<file path="src/rtl/softusb_hostmbox_if.sv">
// Bus bundle between the host CSR port, the softusb I/O port and the mailbox.
interface softusb_hostmbox_if;
    logic [13:0] csr_a;
    logic        csr_we;
    logic [31:0] csr_di;
    logic [31:0] csr_do;
    logic [5:0]  io_a;
    logic        io_re;
    logic        io_we;
    logic [7:0]  io_di;
    logic [7:0]  io_do;

    modport master (
        output csr_a, csr_we, csr_di,
        input  csr_do,
        output io_a, io_re, io_we, io_di,
        input  io_do
    );

    modport slave (
        input  csr_a, csr_we, csr_di,
        output csr_do,
        input  io_a, io_re, io_we, io_di,
        output io_do
    );
endinterface

</file>
<file path="src/rtl/softusb_hostmbox.sv">
// Host-to-microcontroller mailbox: the host pushes 32-bit words over CSR, the
// softusb microcontroller drains them byte-wise over I/O and gets a level IRQ.
module softusb_hostmbox #(
    parameter logic [3:0] csr_addr   = 4'h0,
    parameter int         depth_log2 = 2
) (
    input  logic              sys_clk,
    input  logic              sys_rst_n,
    softusb_hostmbox_if.slave bus,
    output logic              usb_irq
);
    localparam int DEPTH = 1 << depth_log2;
    localparam int LW    = depth_log2 + 1;

    localparam logic [5:0] IO_STATUS = 6'h18;
    localparam logic [5:0] IO_HEAD0  = 6'h19;
    localparam logic [5:0] IO_HEAD1  = 6'h1A;
    localparam logic [5:0] IO_HEAD2  = 6'h1B;
    localparam logic [5:0] IO_HEAD3  = 6'h1C;
    localparam logic [5:0] IO_POP    = 6'h1D;
    localparam logic [5:0] IO_IRQEN  = 6'h1E;

    typedef enum logic [1:0] {
        REG_PUSH   = 2'd0,
        REG_STATUS = 2'd1,
        REG_POPCNT = 2'd2,
        REG_RSVD   = 2'd3
    } csr_reg_e;

    logic [31:0]           mem [DEPTH];
    logic [depth_log2-1:0] wr_ptr, rd_ptr;
    logic [LW-1:0]         level;
    logic [2:0]            level3;
    logic                  overflow, irq_en;
    logic [15:0]           pop_cnt;
    logic                  full, empty, csr_sel;
    csr_reg_e              csr_reg;
    logic                  push_req, pop_req, do_push, do_pop, ovf_set, ovf_clr;
    logic [31:0]           head;
    logic                  unused_bits;

    assign full     = (level == LW'(DEPTH));
    assign empty    = (level == '0);
    assign level3   = 3'(level);
    assign head     = mem[rd_ptr];
    assign csr_sel  = (bus.csr_a[13:10] == csr_addr);
    assign csr_reg  = csr_reg_e'(bus.csr_a[1:0]);

    assign push_req = csr_sel && bus.csr_we && (csr_reg == REG_PUSH);
    assign pop_req  = bus.io_we && (bus.io_a == IO_POP);
    assign do_pop   = pop_req && !empty;
    // A full FIFO still takes the push when a pop frees the head slot the same cycle.
    assign do_push  = push_req && (!full || do_pop);
    assign ovf_set  = push_req && full && !do_pop;
    assign ovf_clr  = csr_sel && bus.csr_we && (csr_reg == REG_STATUS) && bus.csr_di[1];

    assign usb_irq  = irq_en && !empty;

    assign unused_bits = ^{bus.io_re, bus.csr_a[9:2], bus.io_di[7:1]};

    // NOTE: storage is not reset; an empty level masks stale words, so clearing
    // level/pointers discards the contents and keeps the array in plain RAM cells.
    always_ff @(posedge sys_clk) begin
        if (do_push) mem[wr_ptr] <= bus.csr_di;
    end

    // NOTE: every register here uses <= so all updates see the pre-edge state.
    always_ff @(posedge sys_clk or negedge sys_rst_n) begin
        if (!sys_rst_n) begin
            wr_ptr     <= '0;
            rd_ptr     <= '0;
            level      <= '0;
            overflow   <= 1'b0;
            irq_en     <= 1'b0;
            pop_cnt    <= '0;
            bus.csr_do <= '0;
        end else begin
            if (do_push) wr_ptr <= wr_ptr + 1'b1;
            if (do_pop) begin
                rd_ptr  <= rd_ptr + 1'b1;
                pop_cnt <= pop_cnt + 16'd1;
            end

            if (do_push && !do_pop)      level <= level + 1'b1;
            else if (do_pop && !do_push) level <= level - 1'b1;

            if (ovf_set)      overflow <= 1'b1;
            else if (ovf_clr) overflow <= 1'b0;

            if (bus.io_we && (bus.io_a == IO_IRQEN)) irq_en <= bus.io_di[0];

            bus.csr_do <= '0;
            if (csr_sel) begin
                case (csr_reg)
                    REG_PUSH:   bus.csr_do <= 32'(DEPTH) - 32'(level);
                    REG_STATUS: bus.csr_do <= (32'(level) << 2) | {30'd0, overflow, empty};
                    REG_POPCNT: bus.csr_do <= {16'd0, pop_cnt};
                    default:    bus.csr_do <= '0;
                endcase
            end
        end
    end

    // NOTE: io_do gets a default before the case so no path leaves it unassigned.
    always_comb begin
        bus.io_do = '0;
        case (bus.io_a)
            IO_STATUS: bus.io_do = {4'd0, level3, !empty};
            IO_HEAD0:  if (!empty) bus.io_do = head[7:0];
            IO_HEAD1:  if (!empty) bus.io_do = head[15:8];
            IO_HEAD2:  if (!empty) bus.io_do = head[23:16];
            IO_HEAD3:  if (!empty) bus.io_do = head[31:24];
            IO_IRQEN:  bus.io_do = {7'd0, irq_en};
            default:   bus.io_do = '0;
        endcase
    end
endmodule
</file>
<file path="src/flat_wrapper.sv">
// flat-port wrapper written by rule: the top's interface ports become plain ports
module softusb_hostmbox_flat 
#(
    parameter logic [3:0] csr_addr   = 4'h0,
    parameter int         depth_log2 = 2
)
  (sys_clk, sys_rst_n, usb_irq, bus_csr_a, bus_csr_we, bus_csr_di, bus_csr_do, bus_io_a, bus_io_re, bus_io_we, bus_io_di, bus_io_do);
  softusb_hostmbox_if bus_i ();
  input  logic sys_clk;
  input  logic sys_rst_n;
  output logic usb_irq;
  input wire logic [$bits(bus_i.csr_a)-1:0] bus_csr_a;
  input wire logic [$bits(bus_i.csr_we)-1:0] bus_csr_we;
  input wire logic [$bits(bus_i.csr_di)-1:0] bus_csr_di;
  output wire logic [$bits(bus_i.csr_do)-1:0] bus_csr_do;
  input wire logic [$bits(bus_i.io_a)-1:0] bus_io_a;
  input wire logic [$bits(bus_i.io_re)-1:0] bus_io_re;
  input wire logic [$bits(bus_i.io_we)-1:0] bus_io_we;
  input wire logic [$bits(bus_i.io_di)-1:0] bus_io_di;
  output wire logic [$bits(bus_i.io_do)-1:0] bus_io_do;
  assign bus_i.csr_a = bus_csr_a;
  assign bus_i.csr_we = bus_csr_we;
  assign bus_i.csr_di = bus_csr_di;
  assign bus_csr_do = bus_i.csr_do;
  assign bus_i.io_a = bus_io_a;
  assign bus_i.io_re = bus_io_re;
  assign bus_i.io_we = bus_io_we;
  assign bus_i.io_di = bus_io_di;
  assign bus_io_do = bus_i.io_do;
  softusb_hostmbox #(.csr_addr(csr_addr), .depth_log2(depth_log2)) u_core (.sys_clk(sys_clk), .sys_rst_n(sys_rst_n), .bus(bus_i), .usb_irq(usb_irq));
endmodule
</file>
<file path="config.mk">
export PLATFORM = sky130hd
export DESIGN_NAME = softusb_hostmbox_flat
export DESIGN_NICKNAME = d
export VERILOG_FILES = /design/src/rtl/softusb_hostmbox_if.sv /design/src/rtl/softusb_hostmbox.sv /design/src/flat_wrapper.sv
export SDC_FILE = /design/constraint.sdc
export NUM_CORES = 1
export LEC_CHECK = 0
export ABC_CLOCK_PERIOD_IN_PS = 4400
export CORE_MARGIN = 1
export CORE_UTILIZATION = 34
export CTS_BUF_LIST = sky130_fd_sc_hd__clkbuf_4 sky130_fd_sc_hd__clkbuf_8
export DETAILED_ROUTE_END_ITERATION = 8
export HOLD_SLACK_MARGIN = 0.03
export PLACE_DENSITY_LB_ADDON = 0.3
export SLEW_MARGIN = 10
export SYNTH_ARGS = -nofsm -noshare
export SYNTH_HDL_FRONTEND = slang
export SYNTH_SLANG_ARGS = --single-unit
</file>
<file path="constraint.sdc">
create_clock -name sys_clk -period 4.4 [get_ports sys_clk]
set_input_delay 0.88 -clock sys_clk [delete_from_list [all_inputs] [get_ports sys_clk]]
set_output_delay 0.88 -clock sys_clk [all_outputs]
set_load 0.005 [all_outputs]
</file>
==> results.yml, run 1 <==
worst_setup_path:
  start_kind: "input port"
  reg2reg_slack_ps: 1100
  arrival_ps: 3020
  required_ps: 3520
  r2r_end: "u_core.level[2]$_DFFE_PN0P_"
  cp_max_fo: 6
  endpoint_kind: "primary output"
  reg2regPathDepth: 13
  regToRegStartpoint: "u_core.level[0]$_DFFE_PN0P_"
  crit_type: "input port to primary output"
routing:
  via_count: 3731
  drtAntennaViolNets: 0
  wirelength_um: 13600
  drc_errors: 0
  wl_per_cell_um: 17.5
  drt-initial-drc-count: 220
  vias_per_cell: 4.80
  firstDrtPassIters: 4
synthesis:
  ys_seq_area_share_pct: 69.1
  async_flop_share_pct: 24.7
  synth_edf_count: 128
  yosys_warnings: 0
  synthDominantCellAreaShare_pct: 54.3
  syn_nets: 480
  syn_area_per_cell_um2: 17.5
  ys_types: 52
  synthFlopType: "edfxtp_1"
  synthCells: 405
  synthTopCellsByArea: "edfxtp_1 54%, dfrtp_1 15%, mux4_2 10%"
  syn_area_mm2: 0.00708
  synth_seq_cells: 170
  synth_top_cell_by_area: "edfxtp_1"
place:
  dp_cells: 746
  io_buffer_count: 89
  pre_cts_ws_ps: 457
  gp_congestion: 0.763
  hpwl_um: 9030
global_route:
  grt_pass1_vias: 3972
  antenna_found_initial: 1
  grt_max_degree: 43
  grt.total_usage_pct: 13.8
  grt_first_pass_wirelength_um: 22000
  grt_overflow: 0
power_and_ir_drop:
  worst_ir_drop_vdd_v: 0.000209
  powerDensity_mw_per_mm2: 383
  combinationalPowerShare_pct: 14.5
  p_leak_uw: 0.00302
  p_clk_share_pct: 29.4
  p_seq_share_pct: 56.1
  switching_power_uw: 849
  design_power_total_uw: 3270
  internal-power_uw: 2420
  netSwitchingFraction_pct: 26.0
final_layout:
  finalNetCount: 570
  antenna_cells: 0
  instances_no_fill: 777
  area_growth_pct: 20.7
  layout-drive-gt1-share_pct: 17.2
timing:
  layout_setup_ws_ps: 495
  relSlewSlack_pct: 40.0
  min_period_over_period_pct: 88.7
  worstMarginPinSlew_ps: 899
  hold_viol: 0
  setup-violations-final: 0
  clock_skew_ps: 12.6
  period_needed_ps: 3900
  tns_ps: 0
  fmax_mhz: 256
  drv_slew: 0
  rsz0062_at_grt: "no"
run:
  cap_violations: 0
clock_tree:
  cts.clk_slew.worst_paths_ps: 80
  htree_levels: 4
  cts_made_buffers: 17
  cts_setup_buffers: 0
  cts_tree: "yes"
  cts.sinks: 170
  insertion_delay_ps: 460
  cts_resized: 0
  clk_path_buf_depth: 2
  root_buffer: "clkbuf_8"
  ctsHoldBuffers: 0
floorplanning:
  die-width_um: 146
  initial_core_util_pct: 34.9
  die_area_mm2: 0.0214
  core_mm2: 0.0203
  ios: 106
  die_y_um: 146
  rows: 52
outcome:
  status: "finished, final reports clean"
hold_path:
  hold_class: "register to register"
  hold_depth: 1
  worstHoldStart: "u_core.pop_cnt[15]$_DFFE_PN0N_"
  min_to: "u_core.pop_cnt[15]$_DFFE_PN0N_"
cells in the mapped netlist, types with 2 or more instances:
cell        n
mux2_2      2
xnor2_1    18
mux2i_1     6
xor2_1      3
a21o_1     11
a22oi_1     8
a21oi_1     8
buf_4      15
a32o_1      3
inv_1       6
mux4_2     32
and3_1      3
o21a_1      2
nor3b_1     2
ha_1        9
nand3_1     9
nand2_1    22
edfxtp_1  128
nor3_1      3
nor2b_1     6
clkbuf_1    8
nand3b_1    2
dfrtp_1    42
nand4_1     5
o22ai_1     4
buf_2       5
and2_1      7
nor4_2      2
nor2_1      9
or4_1       2
buf_6       2
cell usage in the layout, fill, tap and decap left out, drive strengths merged, types with 4 or more instances in the layout:
cell type      instances
edfxtp               128
clkdlybuf4s50         88
dfrtp                 42
mux4                  32
nand2                 22
xnor2                 18
clkbuf                18
buf                   13
a21o                  11
nor2                  11
inv                   11
nand3                  9
ha                     9
a22oi                  8
a21oi                  8
and2                   7
nor2b                  6
mux2i                  6
nand4                  5
clkinvlp               5
clkinv                 5
o22ai                  4
nor4                   4
worst max-delay path by stage:
stage	startpoint	endpoint	slack, ps
6_report	bus_io_a[2]	bus_io_do[1]	500
5_1_grt	u_core.rd_ptr[0]$_DFFE_PN0N_	bus_io_do[6]	360
4_1_cts	bus_io_a[2]	bus_io_do[1]	440
3_5_place_dp	bus_io_a[2]	bus_io_do[1]	460
3_3_place_gp	bus_io_a[2]	bus_io_do[1]	480
2_1_floorplan	u_core.level[0]$_DFFE_PN0P_	u_core.mem[0][0]$_DFFE_PP_	1360
per-layer routing:
layer,vias up,track usage (%),routed length (um)
met5,-,0,0
met4,0,4.32,149
met3,12,4.06,678
met2,100,22.6,6720
met1,1887,17.7,6050
li1,1732,-,-
cell type report:
cell class                 count  area [um^2]
clock inverter                13         96.3
inverter                       8         32.5
clock buffer                  18          241
timing repair buffer         101          976
multi-input combinational    197         1960
tap                          270          338
sequential                   170         4900
fill                        1856        11800
cells by family (layout without fill, tap and decap cells):
| group | count (synthesis) | after routing | share of synthesized area (%) |
|---|---|---|---|
| AO/OA/AOI/OAI | 42 | 42 | 4.31 |
| flip-flops | 170 | 170 | 69.1 |
| adder cells (fa/ha/maj) | 10 | 10 | 1.87 |
| multiplexers | 41 | 41 | 11.5 |
| buffers and inverters | 38 | 140 | 3.15 |
| XOR/XNOR | 21 | 21 | 2.60 |
| AND/OR/NAND/NOR | 83 | 83 | 7.42 |
worst max-delay path, stage by stage:
cell	delay, ps
clkdlybuf4s50_1	660
nand4b_4	220
nor4_1	410
a22oi_1	200
nand3_1	150
clkdlybuf4s50_1	510
state kept, by name (all words and copies together), names as in the netlist:
name and count:
u_core.wr_ptr 2, u_core.level 3, u_core.mem 128, u_core.pop_cnt 16, u_core.overflow 1, u_core.irq_en 1
u_core.rd_ptr 2, u_core.bus.csr_do 17
per-stage QoR:
stage               hold WS (ps)  instance area, um^2  utilization, %
global placement             465                 8200            40.4
detailed placement           468                 8200            40.4
floorplan                    446                 7080               -
CTS                          482                 8540            42.1
finish                       481                 8540            42.1
global route                 507                 8540            42.1
power groups by stage:
stage	sequential [uW]	clock, uW	combinational, uW
5_1_grt	1850	1060	523
3_3_place_gp	1870	0	465
2_1_floorplan	1820	0	358
3_5_place_dp	1870	0	480
4_1_cts	1840	997	484
6_report	1830	962	474
Power figures use the tool's default switching activity.
==> run 2, diff against run 1 <==
--- a/config.mk
+++ b/config.mk
@@ -12,6 +12,7 @@
 export DETAILED_ROUTE_END_ITERATION = 8
 export HOLD_SLACK_MARGIN = 0.03
 export PLACE_DENSITY_LB_ADDON = 0.3
+export SETUP_SLACK_MARGIN = 0.15
 export SLEW_MARGIN = 10
 export SYNTH_ARGS = -nofsm -noshare
 export SYNTH_HDL_FRONTEND = slang
==> results of run 2 <==
No change in the layout: final DEF, timing and power equal those of run 1.
==> run 3, diff against run 2 <==
--- a/config.mk
+++ b/config.mk
@@ -6,7 +6,7 @@
 export NUM_CORES = 1
 export LEC_CHECK = 0
 export ABC_CLOCK_PERIOD_IN_PS = 4400
-export CORE_MARGIN = 1
+export CORE_MARGIN = 2
 export CORE_UTILIZATION = 34
 export CTS_BUF_LIST = sky130_fd_sc_hd__clkbuf_4 sky130_fd_sc_hd__clkbuf_8
 export DETAILED_ROUTE_END_ITERATION = 8
==> run 3 against run 2 <==
Clock-buffer cell count is 1 lower; clock skew is 2.6 ps lower; sequential share of layout area is 0.40 points lower; critical path type unchanged; die area is 2.8% higher; largest power group unchanged; utilization is 0.16 points higher; highest routed layer unchanged; critical path depth is 1 higher; first-iteration DRC count is 22% lower; sequential power hardly changed.
==> results.yml, run 3 (synthesis results as in run 1) <==
hold_path:
  hold_depth: 1
  worstHoldStart: "u_core.pop_cnt[15]$_DFFE_PN0N_"
  hold_class: "register to register"
  min_to: "u_core.pop_cnt[15]$_DFFE_PN0N_"
power_and_ir_drop:
  p_leak_uw: 0.00306
  worst_ir_drop_vdd_v: 0.000188
  powerDensity_mw_per_mm2: 394
floorplanning:
  rows: 52
  die_y_um: 148
  die-width_um: 148
  die_area_mm2: 0.0220
  initial_core_util_pct: 34.8
  core_mm2: 0.0204
  ios: 106
final_layout:
  reg.largest.list: "u_core.mem x128, u_core.bus.csr_do x17, u_core.pop_cnt x16"
  fin_util_pct: 42.2
  largest_reg_flops: 128
  antenna_cells: 0
  top_register: "u_core.mem"
  mostFrequentLayoutCells: "128 x edfxtp_1, 88 x clkdlybuf4s50_1, 41 x dfrtp_1"
  layout_commonest_cell: "edfxtp_1"
  finalNetCount: 570
  layout-drive-gt1-share_pct: 17.3
  area_growth_pct: 21.5
timing:
  hold_viol: 0
  min_period_over_period_pct: 89.8
  whs_ps: 478
  setup-violations-final: 0
  drv_slew: 0
  fmax_mhz: 253
  period_needed_ps: 3950
  relSlewSlack_pct: 36.6
  clock_skew_ps: 10.0
  rsz0062_at_grt: "no"
  worstMarginPinSlew_ps: 952
  layout_setup_ws_ps: 450
  tns_ps: 0
worst_setup_path:
  endpoint_kind: "primary output"
  crit_chain: "clkdlybuf4s50_1 -> nor4bb_1 -> buf_4 -> and3b_1 -> a22oi_1 -> nand3_1 -> clkdlybuf4s50_1"
  regToRegStartpoint: "u_core.level[0]$_DFFE_PN0P_"
  reg2regPathDepth: 13
  critical_path.max_stage_delay_ps: 630
  r2r_end: "u_core.level[2]$_DFFE_PN0P_"
  crit_type: "input port to primary output"
  cpMaxStageDelayCell: "clkdlybuf4s50_1"
  reg2reg_slack_ps: 1030
  start_kind: "input port"
  required_ps: 3520
  cp_common_cell: "clkdlybuf4s50_1"
  arrival_ps: 3070
  cp_max_fo: 8
clock_tree:
  ctsHoldBuffers: 0
  htree_levels: 4
  cts_resized: 0
  clk_path_buf_depth: 2
  cts_made_buffers: 17
  cts_tree: "yes"
  cts.clk_slew.worst_paths_ps: 80
  cts_setup_buffers: 0
  insertion_delay_ps: 440
  root_buffer: "clkbuf_8"
  cts.sinks: 170
global_route:
  grt_first_pass_wirelength_um: 21400
  grt_overflow: 0
  grt.total_usage_pct: 12.9
  antenna_found_initial: 0
  grt_max_degree: 43
  grt_pass1_vias: 3969
routing:
  via_count: 3762
  wl_per_cell_um: 17.2
  vias_per_cell: 4.84
  wirelength_um: 13400
  drt-initial-drc-count: 171
  drtAntennaViolNets: 0
  firstDrtPassIters: 4
  drc_errors: 0
outcome:
  status: "finished, final reports clean"
place:
  pre_cts_ws_ps: 496
  hpwl_um: 8910
  io_buffer_count: 89
  gp_congestion: 0.787
run:
  cap_violations: 0
[run 3: cell types whose count changed in the layout (fill, tap and decap cells not counted), sizes merged]
| cell | change |
|---|---|
| clkbuf | -1 |
| inv | +2 |
| bufinv | +2 |
| clkinvlp | -4 |
| clkinv | +2 |
[run 3: critical path: cells and delay by family]
kind,cells,cell delay (ps)
and+or+nand+nor,3,740
buffers and inverters,3,1340
AOI/OAI and AO/OA,1,100
[run 3: area by class of cell]
type | count | area, um^2
inverter | 8 | 32.5
clock inverter | 15 | 164
tap | 270 | 338
fill | 1826 | 11800
multi-input combinational | 197 | 1960
clock buffer | 17 | 234
sequential | 170 | 4900
timing repair buffer | 101 | 976
[run 3: metrics by stage]
| stage | total power, uW | std cells | area [um^2] |
|---|---|---|---|
| floorplan | 2180 | 405 | 7080 |
| global placement | 2340 | 746 | 8200 |
| detailed placement | 2350 | 746 | 8200 |
| CTS | 3440 | 778 | 8600 |
| global route | 3560 | 778 | 8600 |
| finish | 3390 | 778 | 8600 |
[run 3: worst max-delay path by stage]
stage,from,end,cells past startpoint
floorplan,u_core.level[0]$_DFFE_PN0P_,u_core.mem[0][0]$_DFFE_PP_,8
global placement,bus_io_a[2],bus_io_do[1],7
detailed placement,bus_io_a[2],bus_io_do[1],7
CTS,bus_io_a[2],bus_io_do[1],7
global route,bus_io_a[2],bus_io_do[1],7
finish,bus_io_a[2],bus_io_do[1],7
[run 3: routing by layer]
metal | global-route usage, % | up-vias | wire length, um
li1 | - | 1747 | -
met2 | 22.4 | 118 | 6760
met4 | 3.14 | 0 | 61
met5 | 0 | - | 0
met3 | 3.74 | 5 | 681
met1 | 16.0 | 1892 | 5870
[run 3: report_power, final]
part           internal [uW]  leakage, uW  switching, uW
registers               1760      0.00172           80.5
clock network            515     0.000200            568
logic                    269      0.00114            204
